--- src/rtl/keypoint_tile_scheduler.sv ---
// Walks a frame tile by tile, keeps the strongest corner of each tile and offers it to a matcher.
// Optional watchdog on the matcher response is built in when KTS_TIMEOUT_EN is defined.
module keypoint_tile_scheduler #(
  parameter int unsigned TILE_SHIFT    = 6,
  parameter int unsigned TILES_X       = 10,
  parameter int unsigned TILES_Y       = 7,
  parameter int unsigned KP_THRESHOLD  = 32,
  parameter int unsigned MATCH_TIMEOUT = 65535
) (
  input  logic        clk,
  input  logic        rst,
  input  logic        start,
  input  logic        en,
  input  logic [7:0]  corner,
  input  logic [12:0] col,
  input  logic [12:0] row,
  output logic        match_valid,
  input  logic        match_ready,
  output logic [12:0] kp_x,
  output logic [12:0] kp_y,
  output logic [7:0]  kp_score,
  input  logic        match_done,
  output logic [3:0]  tile_x,
  output logic [3:0]  tile_y,
  output logic        busy,
  output logic        pass_done,
  output logic        match_err
);

  typedef enum logic [2:0] {StIdle, StScan, StDecide, StOffer, StWaitMatch, StNext} state_e;

  localparam logic [12:0] LowMask = 13'((1 << TILE_SHIFT) - 1);

  state_e      state_q, state_d;
  logic [3:0]  tile_x_q, tile_y_q;
  logic [7:0]  max_q;
  logic [12:0] arg_col_q, arg_row_q;
  logic [12:0] kp_x_q, kp_y_q;
  logic [7:0]  kp_score_q;
  logic        pass_done_q;

  logic [12:0] col_tile, row_tile;
  logic        in_tile, tile_end, better, last_tile, wd_expire;

  assign col_tile  = col >> TILE_SHIFT;
  assign row_tile  = row >> TILE_SHIFT;
  assign in_tile   = en && (col_tile == {9'b0, tile_x_q}) && (row_tile == {9'b0, tile_y_q});
  assign tile_end  = in_tile && ((col & LowMask) == LowMask) && ((row & LowMask) == LowMask);
  assign better    = in_tile && (corner > max_q);
  assign last_tile = (tile_x_q == 4'(TILES_X - 1)) && (tile_y_q == 4'(TILES_Y - 1));

`ifdef KTS_TIMEOUT_EN
  logic [31:0] wd_q;
  logic        match_err_q;

  assign wd_expire = (wd_q == MATCH_TIMEOUT - 1);

  // Counts cycles spent in WAIT_MATCH; cleared whenever the FSM is elsewhere.
  always_ff @(posedge clk or negedge rst) begin
    if (!rst) begin
      wd_q        <= '0;
      match_err_q <= 1'b0;
    end else begin
      wd_q        <= (state_q == StWaitMatch) ? wd_q + 32'd1 : '0;
      match_err_q <= (state_q == StWaitMatch) && !match_done && wd_expire;
    end
  end

  assign match_err = match_err_q;
`else
  // Parameter only matters with the watchdog built in.
  logic unused_timeout;
  assign unused_timeout = ^MATCH_TIMEOUT;
  assign wd_expire      = 1'b0;
  assign match_err      = 1'b0;
`endif

  always_ff @(posedge clk or negedge rst) begin
    if (!rst) state_q <= StIdle;
    else      state_q <= state_d;
  end

  always_comb begin
    state_d = state_q;
    unique case (state_q)
      StIdle:      if (start) state_d = StScan;
      StScan:      if (tile_end) state_d = StDecide;
      StDecide:    state_d = (32'(max_q) > KP_THRESHOLD) ? StOffer : StNext;
      StOffer:     if (match_ready) state_d = StWaitMatch;
      StWaitMatch: if (match_done || wd_expire) state_d = StNext;
      StNext:      state_d = last_tile ? StIdle : StScan;
      default:     state_d = StIdle;
    endcase
  end

  always_comb begin
    match_valid = 1'b0;
    busy        = 1'b0;
    if (state_q == StOffer) match_valid = 1'b1;
    if (state_q != StIdle)  busy = 1'b1;
  end

  always_ff @(posedge clk or negedge rst) begin
    if (!rst) begin
      tile_x_q    <= '0;
      tile_y_q    <= '0;
      max_q       <= '0;
      arg_col_q   <= '0;
      arg_row_q   <= '0;
      kp_x_q      <= '0;
      kp_y_q      <= '0;
      kp_score_q  <= '0;
      pass_done_q <= 1'b0;
    end else begin
      pass_done_q <= 1'b0;
      unique case (state_q)
        StIdle: begin
          if (start) begin
            tile_x_q <= '0;
            tile_y_q <= '0;
            max_q    <= '0;
          end
        end
        StScan: begin
          // Strict compare keeps the earliest pixel on ties.
          if (better) begin
            max_q     <= corner;
            arg_col_q <= col;
            arg_row_q <= row;
          end
        end
        StDecide: begin
          if (state_d == StOffer) begin
            kp_x_q     <= arg_col_q;
            kp_y_q     <= arg_row_q;
            kp_score_q <= max_q;
          end
        end
        StNext: begin
          max_q <= '0;
          if (last_tile) begin
            tile_x_q    <= '0;
            tile_y_q    <= '0;
            pass_done_q <= 1'b1;
          end else if (tile_y_q == 4'(TILES_Y - 1)) begin
            tile_y_q <= '0;
            tile_x_q <= tile_x_q + 4'd1;
          end else begin
            tile_y_q <= tile_y_q + 4'd1;
          end
        end
        default: ;
      endcase
    end
  end

  assign tile_x    = tile_x_q;
  assign tile_y    = tile_y_q;
  assign kp_x      = kp_x_q;
  assign kp_y      = kp_y_q;
  assign kp_score  = kp_score_q;
  assign pass_done = pass_done_q;

endmodule

--- config.mk ---
export PLATFORM = sky130hd
export DESIGN_NAME = keypoint_tile_scheduler
export DESIGN_NICKNAME = d
export VERILOG_FILES = /design/src/rtl/keypoint_tile_scheduler.sv
export SDC_FILE = /design/constraint.sdc
export NUM_CORES = 1
export LEC_CHECK = 0
export BUFFER_PORTS_ARGS = -buffer_cell sky130_fd_sc_hd__buf_2
export CAP_MARGIN = 20
export CORE_MARGIN = 5
export CORE_UTILIZATION = 54
export CTS_BUF_LIST = sky130_fd_sc_hd__clkbuf_16
export DETAILED_ROUTE_END_ITERATION = 16
export PLACE_DENSITY_LB_ADDON = 0.08
export SETUP_SLACK_MARGIN = 0.2
export SLEW_MARGIN = 20
export SYNTH_ARGS = -nofsm -noshare
export SYNTH_HDL_FRONTEND = slang
export SYNTH_SLANG_ARGS = --single-unit
--- constraint.sdc ---
create_clock -name clk -period 3 [get_ports clk]
set_clock_uncertainty 0.1 [all_clocks]
set_input_delay 0.45 -clock clk [delete_from_list [all_inputs] [get_ports clk]]
set_output_delay 0.45 -clock clk [all_outputs]
set_load 0.02 [all_outputs]
# Word-level counts from Yosys, hierarchy flattened
# Cells that the tools add are included.
# totals
regBits	80
in_bits	40
out_inout_bits	46
wordCells	65
# classes
addsub	2
magnitude_cmp	2
eq_ne	15
mux	21
n_reduce_logical	15
# ops
op	n
case mux 8 bit (3 select lines)	1
2-to-1 mux 4 bit	5
case mux 3 bit (6 select lines)	1
2-to-1 mux 8 bit	2
case mux 4 bit (2 select lines)	2
2-to-1 mux 3 bit	5
== test 7 x 4 -> 1 bit	2
== test 6 bit (second input constant)	2
== test 3 x 2 -> 1 bit (second input constant)	3
adder 4 x 1 -> 4 bit (second input constant)	2
greater-than comparator 8 x 6 -> 1 bit (second input constant)	1
greater-than comparator 8 bit	1
== test 3 bit (second input constant)	2
logical AND 1 bit	6
AND reduction 2 bit	3
AND reduction 3 bit	2
nonzero test 3 bit	2
2-to-1 mux 1 bit	5
== test 4 x 3 -> 1 bit (second input constant)	1
== test 4 bit (second input constant)	1
!= test 2 bit (second input constant)	2
== test 3 x 1 -> 1 bit (second input constant)	1
zero test 3 bit	1
!= test 3 bit (second input constant)	1
nonzero test 2 bit	1

# Depth between registers and ports, before layout
# logic_depth
word_depth	9
mapped_depth	8
mapped_depth_nobuf	7

# Least setup slack after synthesis
# OpenSTA, ideal clock, no wires.
# synth_path
kind	reg-to-reg
from	register tile_y_q[2], in the netlist tile_y[2]
to	register arg_col_q[5]
setup_ps	125
t_arrival_ps	2185
required_ps	2775
slack_ps	590
stages_incl_launch_ff	7
period_less_slack_ps	2410
cell_sequence	dfrtp_1 xor2_1 or4_4 nor4_4 nand3_2 buf_6 mux2_4
# synth_between
elab_chain_cells	4
# synth_rtl
element	line_no	rtl
from (decl)	35	logic [3:0] tile_x_q, tile_y_q;
from (signal assigned)	149	tile_y_q <= tile_y_q + 4'd1;
== test 7 x 4 -> 1 bit	47	assign in_tile = en && (col_tile == {9'b0, tile_x_q}) && (row_tile == {9'b0, tile_y_q});
logical AND 1 bit	47	
logical AND 1 bit	49	assign better = in_tile && (corner > max_q);
AND reduction 2 bit (no source line)	n/a	
to (signal assigned)	128	arg_col_q <= col;
to (decl)	37	logic [12:0] arg_col_q, arg_row_q;
# No other way between the ends.
# A chain may end at the register's enable or synchronous reset.

# Final worst setup path
# Same ends and word-level chain as after synthesis.

==> reports/metrics.cfg <==
[synthesis]
synthFlopType=sky130_fd_sc_hd__dfrtp_1
synthCells=287
ys_types=45
synthesis.yosys.warnings=0
syn_nets=339
synth_top_area_share_pct=54.4
yosys-top-cells-area=sky130_fd_sc_hd__dfrtp_1 (54%), sky130_fd_sc_hd__mux2_2 (12%), sky130_fd_sc_hd__mux2_4 (6.5%), sky130_fd_sc_hd__ha_1 (4.1%), sky130_fd_sc_hd__o2bb2ai_1 (1.9%)
synthArstFlopShare_pct=100
synth_top_cell_by_area=sky130_fd_sc_hd__dfrtp_1
post_synth_instance_area_sq_um=3680
syn-mean-instance-area_sq_um=12.8
synth_seq_cells=80
synth_enable_flop_cells=0
synth.yosys.seq_area_share_pct=54.4

[sta]
post-route-period-util_pct=80.4
slew_headroom_pct=49.6
hold_ws_ps=28.1
final_max_slew_viol_count=0
finalWorstPathRequiredPeriod_ps=2410
rsz_0062_raised_after_global_routing=false
final.setup.tns_ps=0
setup-violations-final=0
hold_viol_final=0
worst_pin_slew_ps=752
max_freq_mhz=414

[flow_run]
max_cap_viol_count=0

[grt]
pin_count_of_the_biggest_net_entering_global_routing=81
global_route.overflow_total=0
grt_use_total_pct=18.6
grt_pass1_vias=2557
antenna_found_initial=0
wire_length_of_the_first_global_routing_pass_um=12400

[cts]
tritoncts_num_sinks=80
cts_post_setup_buffers_inserted=0
worst_skew_pair.late_latency_ps=330
cts_hold_buffers=0
cts_inserted_buffers=9
cts_tree=done
clk_pin_slew_worst_paths_ps=60
cts.htree.levels=3
post_cts_resize_count=0
clk_path_buf_depth=2
cts_root_buffer=sky130_fd_sc_hd__clkbuf_16

[detailed_routing]
drt_first_iter_violations=73
drt-total-wl_um=7370
vias_per_cell=5.35
dr_total_vias=2456
drt_pass_1_iters=4
drc=0
routed_wire_length_per_instance_um=16.0
drtAntennaViolNets=0

[worst_setup_path]
critical-path-slowest-cell=sky130_fd_sc_hd__or4_4
slowest_delay_ps=550
cp.buffers_inverters=1
cp_max_fo=23
worst-r2r-cell-count=6
end_kind=register
worstSetupPathType=reg -> reg
critical_path_arrival_ps=2530
cp_cell_sequence=xor2_1 -> or4_4 -> nor4_4 -> nand3_2 -> buf_12 -> mux2_4
critical_path_startpoint_category=register
worst-endpoint-required_ps=3120
crit_family=simple AND/OR/NAND/NOR gates
critical_path_cell_count=6

[cells_and_area]
num-nets-final=426
nFillCells=530
multi_input_area_sq_um=1540
layout-drive-gt1-share_pct=43.0
final_design_area_no_fill_sq_um=4460
num_antenna_cells=0
mostFrequentLayoutCell=sky130_fd_sc_hd__buf_2
syn_to_final_growth_pct=21.2
ff_latch_area_sq_um=2000
commonest_cells_after_routing_fill_and_taps_aside=sky130_fd_sc_hd__buf_2 (83), sky130_fd_sc_hd__dfrtp_1 (80), sky130_fd_sc_hd__mux2_2 (38)
final_cell_count_no_fill=459
fin_util_pct=66.3

[power]
peakVddDrop_uv=342
leakagePower_nw=2.39
power_density_nw_per_um2=526

[placed_design]
hpwlAfterDp_um=5330
place_area_sq_um=4170
place_congestion=0.780
dpl.cell_count=443
io_buffer_count=84

[floorplan]
floorplan.die.width_um=92.5
die_ar_sq_um=8560
initial_core_util_pct=54.7
ioPinCount=86
coreArea_sq_um=6720
floorplan.rows=30
chipHeight_um=92.5

[min_path]
hold_class=in -> async

[outcome]
run_status=finished, final reports clean

==> where the power goes <==
group / internal (mW) / switching (mW)
clock: 0.568 / 0.440
sequential: 1.10 / 0.0371
combinational: 0.0804 / 0.122
total: 1.75 / 0.599
==> routing by layer <==
metal / GRT usage (%) / part of all wire, %
met5: 0 / 0
met3: 3.74 / 4.9
met2: 29.3 / 47
met1: 24.6 / 46
met4: 9.28 / 2.1
==> path summary, 6_finish.rpt <==
path	startpoint	end	slack [ps]
max	tile_y[2]	arg_col_q[5]	590
min	rst	max_q[4]	30
max reg2reg	tile_y[2]	arg_col_q[5]	590
min reg2reg	arg_col_q[12]	arg_col_q[12]	380
max in group asynchronous	rst	state_q[2]	2270
min in group clk	corner[5]	max_q[5]	260
==> layout make-up <==
| type | instances | share of cell area [%] |
|---|---|---|
| Multi-Input combinational cell | 178 | 34.6 |
| Clock buffer | 9 | 5.05 |
| Tap cell | 80 | 2.25 |
| Timing Repair Buffer | 87 | 10.4 |
| Sequential cell | 80 | 44.9 |
| Clock inverter | 7 | 1.26 |
| Inverter | 18 | 1.52 |
==> cell families (layout without fill, tap and decap cells) <==
group | after synthesis | after routing | synth area share, %
flops | 80 | 80 | 54.4
simple gates | 63 | 63 | 10.3
mux | 55 | 55 | 18.4
compound gates | 39 | 39 | 7.11
buf+inv | 29 | 121 | 3.57
fa+ha+maj | 12 | 12 | 4.08
xor+xnor | 8 | 8 | 1.91
other cells | 1 | 1 | 0.102
==> synth_stat cells, types with 5 or more instances <==
| cell | instances |
|---|---|
| sky130_fd_sc_hd__o2bb2ai_1 | 8 |
| sky130_fd_sc_hd__xor2_1 | 8 |
| sky130_fd_sc_hd__ha_1 | 12 |
| sky130_fd_sc_hd__a21oi_1 | 5 |
| sky130_fd_sc_hd__mux2_4 | 16 |
| sky130_fd_sc_hd__nand3_1 | 5 |
| sky130_fd_sc_hd__nand4_1 | 5 |
| sky130_fd_sc_hd__dfrtp_1 | 80 |
| sky130_fd_sc_hd__inv_1 | 18 |
| sky130_fd_sc_hd__nand2_1 | 11 |
| sky130_fd_sc_hd__and2_1 | 6 |
| sky130_fd_sc_hd__mux2_2 | 38 |
| sky130_fd_sc_hd__nor2_1 | 8 |
| sky130_fd_sc_hd__clkbuf_1 | 5 |
| sky130_fd_sc_hd__o21ai_0 | 12 |
==> state kept, by name, indices dropped and copies added, names as in the netlist <==
signal and cells:
tile_x 4, arg_row_q 13, kp_score 8, arg_col_q 13
kp_x 13, pass_done 1, tile_y 4, max_q 8
kp_y 13, state_q 3
==> metrics by stage <==
step | setup slack (ps) | power, mW
after floorplan | 590 | 1.26
after global routing | 483 | 2.46
after CTS | 572 | 2.37
after global placement | 557 | 1.36
final | 587 | 2.35
after detailed placement | 497 | 1.36
No activity file was read; power rests on OpenSTA's default activity.
